$ cat src/rtl/traffic_pkg.sv
// Shared types, default phase durations and light decode for the intersection controller.
package traffic_pkg;

  typedef enum logic [1:0] {
    RED    = 2'b00,
    YELLOW = 2'b01,
    GREEN  = 2'b10
  } light_t;

  typedef enum logic [2:0] {
    HG,
    HY,
    AR1,
    FG,
    FY,
    AR2,
    FL
  } state_t;

  localparam int CNT_W_DEF = 28;
  localparam int T_HG_DEF  = 250_000_000;
  localparam int T_HY_DEF  = 50_000_000;
  localparam int T_AR_DEF  = 25_000_000;
  localparam int T_FG_DEF  = 150_000_000;
  localparam int T_FY_DEF  = 50_000_000;
  localparam int T_FL_DEF  = 25_000_000;

  function automatic light_t hwy_of(input state_t s, input logic tog);
    case (s)
      HG:      hwy_of = GREEN;
      HY:      hwy_of = YELLOW;
      FL:      hwy_of = tog ? YELLOW : RED;
      default: hwy_of = RED;
    endcase
  endfunction

  function automatic light_t farm_of(input state_t s, input logic tog);
    case (s)
      FG:      farm_of = GREEN;
      FY:      farm_of = YELLOW;
      FL:      farm_of = tog ? YELLOW : RED;
      default: farm_of = RED;
    endcase
  endfunction

endpackage

$ cat src/rtl/traffic_ctrl_phase_timer.sv
// Reloadable phase down-counter: load wins, otherwise decrement and stick at zero.
module phase_timer #(
  parameter int               CNT_W   = 28,
  parameter logic [CNT_W-1:0] RST_VAL = '0
) (
  input  logic             clk,
  input  logic             rst_n,
  input  logic             load,
  input  logic [CNT_W-1:0] load_val,
  output logic [CNT_W-1:0] count,
  output logic             expired
);

  localparam logic [CNT_W-1:0] ONE = {{(CNT_W-1){1'b0}}, 1'b1};

  always_ff @(posedge clk or negedge rst_n) begin
    if (!rst_n) begin
      count <= RST_VAL;
    end else if (load) begin
      count <= load_val;
    end else if (count != '0) begin
      count <= count - ONE;
    end
  end

  assign expired = (count == '0);

endmodule

$ cat src/rtl/traffic_ctrl.sv
// Highway/farm-road sequencer: Moore FSM owning one phase timer, plus flash mode.
module traffic_ctrl
  import traffic_pkg::*;
#(
  parameter int CNT_W = CNT_W_DEF,
  parameter int T_HG  = T_HG_DEF,
  parameter int T_HY  = T_HY_DEF,
  parameter int T_AR  = T_AR_DEF,
  parameter int T_FG  = T_FG_DEF,
  parameter int T_FY  = T_FY_DEF,
  parameter int T_FL  = T_FL_DEF
) (
  input  logic   clk,
  input  logic   rst_n,
  input  logic   car_farm,
  input  logic   flash_n,
  output light_t hwy_light,
  output light_t farm_light,
  output logic   phase_start
);

  localparam logic [CNT_W-1:0] LD_HG = CNT_W'(T_HG - 1);
  localparam logic [CNT_W-1:0] LD_HY = CNT_W'(T_HY - 1);
  localparam logic [CNT_W-1:0] LD_AR = CNT_W'(T_AR - 1);
  localparam logic [CNT_W-1:0] LD_FG = CNT_W'(T_FG - 1);
  localparam logic [CNT_W-1:0] LD_FY = CNT_W'(T_FY - 1);
  localparam logic [CNT_W-1:0] LD_FL = CNT_W'(T_FL - 1);

  state_t           state_q, state_d;
  logic             toggle_q, toggle_d;
  logic             load;
  logic [CNT_W-1:0] load_val;
  logic [CNT_W-1:0] count;
  logic             expired;

  phase_timer #(
    .CNT_W   (CNT_W),
    .RST_VAL (LD_HG)
  ) u_timer (
    .clk      (clk),
    .rst_n    (rst_n),
    .load     (load),
    .load_val (load_val),
    .count    (count),
    .expired  (expired)
  );

  always_ff @(posedge clk or negedge rst_n) begin
    if (!rst_n) begin
      state_q     <= HG;
      toggle_q    <= 1'b0;
      hwy_light   <= GREEN;
      farm_light  <= RED;
      phase_start <= 1'b0;
    end else begin
      state_q     <= state_d;
      toggle_q    <= toggle_d;
      hwy_light   <= hwy_of(state_d, toggle_d);
      farm_light  <= farm_of(state_d, toggle_d);
      phase_start <= (state_d != state_q);
    end
  end

  always_comb begin
    state_d  = state_q;
    toggle_d = toggle_q;
    load     = 1'b0;
    load_val = LD_HG;

    // Flash request pre-empts every timer; flash always starts in the dark half.
    if (state_q != FL && !flash_n) begin
      state_d  = FL;
      toggle_d = 1'b0;
    end else begin
      case (state_q)
        HG:  if (expired && car_farm) state_d = HY;
        HY:  if (expired) state_d = AR1;
        AR1: if (expired) state_d = FG;
        FG:  if (expired || (!car_farm && count < LD_FG)) state_d = FY;
        FY:  if (expired) state_d = AR2;
        AR2: if (expired) state_d = HG;
        FL: begin
          if (flash_n) begin
            state_d = AR2;
          end else if (expired) begin
            toggle_d = ~toggle_q;
            load     = 1'b1;
            load_val = LD_FL;
          end
        end
        default: state_d = HG;
      endcase
    end

    if (state_d != state_q) begin
      load = 1'b1;
      case (state_d)
        HG:       load_val = LD_HG;
        HY:       load_val = LD_HY;
        FG:       load_val = LD_FG;
        FY:       load_val = LD_FY;
        FL:       load_val = LD_FL;
        default:  load_val = LD_AR;
      endcase
    end
  end

endmodule
$ cat config.mk
export PLATFORM = sky130hd
export DESIGN_NAME = traffic_ctrl
export DESIGN_NICKNAME = d
export VERILOG_FILES = /design/src/rtl/traffic_pkg.sv /design/src/rtl/traffic_ctrl_phase_timer.sv /design/src/rtl/traffic_ctrl.sv
export SDC_FILE = /design/constraint.sdc
export NUM_CORES = 1
export LEC_CHECK = 0
export ABC_AREA = 1
export CAP_MARGIN = 25
export CORE_UTILIZATION = 40
export DETAILED_ROUTE_END_ITERATION = 8
export PLACE_DENSITY = 0.61
export SLEW_MARGIN = 0
export SYNTH_ARGS = -nofsm -noshare
export SYNTH_HDL_FRONTEND = slang
export SYNTH_SLANG_ARGS = --single-unit
$ cat constraint.sdc
create_clock -name clk -period 2.33 [get_ports clk]
set_input_delay 0.699 -clock clk [delete_from_list [all_inputs] [get_ports clk]]
set_output_delay 0.699 -clock clk [all_outputs]
set_load 0.03 [all_outputs]
==> results.yml <==
die:
  die_h_um: 82.0
  design.die.area_um2: 6720
  io_pins: 9
  start_util_pct: 42.2
  die_x_um: 82.0
  fp.coreArea_um2: 6060
  core.rowCount: 28
setup_path:
  r2r_end: "u_timer.count[18]"
  worstPathRequired_ns: 2.55
  worstSetupStartpointType: "flop"
  critPathKind: "reg -> reg"
  r2r_cells: 16
  reg2reg_slack_ns: 0.02
  critPathMaxFanout: 7
  cp.arrival_ns: 2.53
  critPathCaptureType: "flop"
  worstReg2RegStart: "u_timer.count[1]"
synthesis:
  synth_cells: 347
  ys.warnings.count: 0
  netlist_area_um2: 2560
  ys_types: 34
  yosysSeqAreaShare_pct: 37.2
  synth_nets: 354
  ys_seq_elements: 37
  syn_area_per_cell_um2: 7.37
timing:
  rsz0062_at_grt: "yes"
  slew_headroom_pct: 66.4
  tns_ns: 0
  timing.fmax_mhz: 433
  fin_skew_ns: 0.00887
  finalMaxSlewViolations: 0
  period_minus_slack_ns: 2.31
  hold_violations: 0
  fin_crit_sh_pct: 99.1
  setup_viol: 0
  worstMarginPinSlew_ns: 0.504
cts:
  tritoncts: "built"
  path_clk_slew_ns: 0.08
  clk_path_buf_depth: 2
  cts_htree_levels: 2
  cts_made_buffers: 5
  root_buffer: "clkbuf_8"
  hold_buffers: 0
  clock_latency_ns: 0.29
  cts_sinks: 37
power_and_ir_drop:
  p_clk_share_pct: 9.9
  p_per_area_nw_per_um2: 1350
  p_leak_uw: 0.00161
  p_seq_share_pct: 25.5
  p_switching_uw: 2190
  power_switching_share_pct: 47.4
  combPwrFrac_pct: 64.6
  p_int_uw: 2430
  peakVddDrop_uv: 942
  power_uw: 4620
final_layout:
  multi_input_area_um2: 1630
  final_cell_mix: "nand2_1, buf_4, nor2_1"
  drive_above_1_share_pct: 40.1
  fill_cells: 570
  final_common_cell: "nand2_1"
  syn2layout_area_growth_pct: 33.7
  regArea_um2: 953
  final_nets: 417
  fin_cells: 486
  antennaDiodeCount: 0
place:
  io_buffers: 8
  dp_cells: 462
  finalWeightedCongestion: 0.890
  dp_hpwl_um: 5160
drt:
  vias_per_cell: 5.27
  drt-total-wl_um: 7190
  initialDrtViolationCount: 192
  dr.pass1.iters: 4
  ant_nets: 0
  vias: 2562
  drc_errors: 0
  wl_per_cell_um: 14.8
run_status:
  status: "complete, no violations"
worst_hold_path:
  min_path_type: "in -> async"
grt:
  grt_pass1_vias: 2429
  overflow: 0
  grt_max_degree: 38
  antenna_found_initial: 0
  grt_usage_pct: 23.3
  grt_pass1_wl_um: 11600
flow_run:
  max_cap_violations: 0
-- worst max-delay path, cell delays in order (launching register included) --
cell	delay, ns
dfstp_2	0.60
inv_2	0.05
ha_2	0.16
nand2_2	0.08
nor2_4	0.04
nand3_4	0.08
nor2_8	0.06
inv_4	0.08
nor2_1	0.05
nor2_2	0.14
nand2_4	0.08
nand2_4	0.08
nand2_4	0.06
nand2_8	0.09
nand3_4	0.17
nor2_4	0.34
a21oi_2	0.05
-- registers in the layout, indices dropped and copies added (netlist names) --
signal,count
state_q,3
u_timer.count,28
farm_light,2
hwy_light,2
phase_start,1
toggle_q,1
-- synth_stat cells, drive strengths merged --
library cell | instances | area, um^2
nand2 | 82 | 345
nor2 | 61 | 293
inv | 47 | 176
nand3 | 23 | 143
a21oi | 20 | 111
dfstp | 20 | 526
nand4 | 20 | 125
dfrtp | 17 | 425
o21ai | 11 | 55.1
nor3 | 10 | 55.1
xor2 | 10 | 87.6
xnor2 | 7 | 61.3
buf | 4 | 36.3
o211ai | 4 | 30.0
ha | 3 | 37.5
nor4 | 2 | 12.5
a211oi | 1 | 7.51
and2 | 1 | 6.26
clkbuf | 1 | 3.75
clkinv | 1 | 5.00
nand3b | 1 | 7.51
o221ai | 1 | 8.76
-- stage by stage --
step / utilization (%) / setup WS [ns] / hold slack [ns] / cell area, um^2
after detailed placement: 48.9 / -0.308 / 0.531 / 2970
after global routing: 56.5 / -0.115 / 0.474 / 3420
after global placement: 48.9 / -0.252 / 0.525 / 2970
final: 56.5 / 0.0208 / 0.460 / 3420
after CTS: 51.4 / 0.00535 / 0.465 / 3120
after floorplan: - / 0.0195 / 0.403 / 2560
-- area by class of cell --
| cell class | instances | area share [%] |
|---|---|---|
| inverter | 48 | 5.48 |
| clock inverter | 3 | 0.512 |
| multi-input combinational | 259 | 47.7 |
| timing repair buffer | 59 | 13.7 |
| clock buffer | 5 | 2.01 |
| tap | 75 | 2.74 |
| sequential | 37 | 27.9 |
-- cells by family (layout without fill, tap and decap cells) --
family / count (synthesis) / after routing / share of synthesized area, %
AO/OA/AOI/OAI: 37 / 37 / 8.31
XOR/XNOR: 17 / 17 / 5.82
adder cells (fa/ha/maj): 3 / 3 / 1.47
buffers and inverters: 53 / 115 / 8.65
flip-flops: 37 / 37 / 37.2
AND/OR/NAND/NOR: 200 / 202 / 38.6
-- power groups by stage --
stage          logic [uW]  clock network (uW)  registers (uW)
2_1_floorplan        1450                   0            1170
3_3_place_gp         2340                   0            1150
3_5_place_dp         2390                   0            1150
4_1_cts              2570                 466            1140
5_1_grt              3260                 501            1210
6_report             2990                 457            1180
-- layer usage --
metal | share of wire (%) | GRT usage, % | vias to the layer above
met3 | 4.2 | 4.11 | 11
met2 | 50 | 37.2 | 56
met5 | 0 | 0 | -
li1 | - | - | 1264
met4 | 1.6 | 8.25 | 0
met1 | 45 | 31.5 | 1231
-- repair_timing --
action,in CTS,in global routing
endpoints found under the setup margin,22,29
gates resized for setup,6,65
gates cloned,2,0
pin swaps,9,24
setup buffers,3,11
hold endpoints to repair,0,0
-- how the worst max path moves through the flow --
stage,from,endpoint,depth (start not counted)
finish,u_timer.count[1],u_timer.count[18],16
global route,u_timer.count[0],u_timer.count[17],16
CTS,u_timer.count[0],u_timer.count[8],16
detailed placement,flash_n,u_timer.count[8],12
global placement,flash_n,u_timer.count[16],12
floorplan,u_timer.count[0],u_timer.count[16],15
No activity file was read; power rests on OpenSTA's default activity.
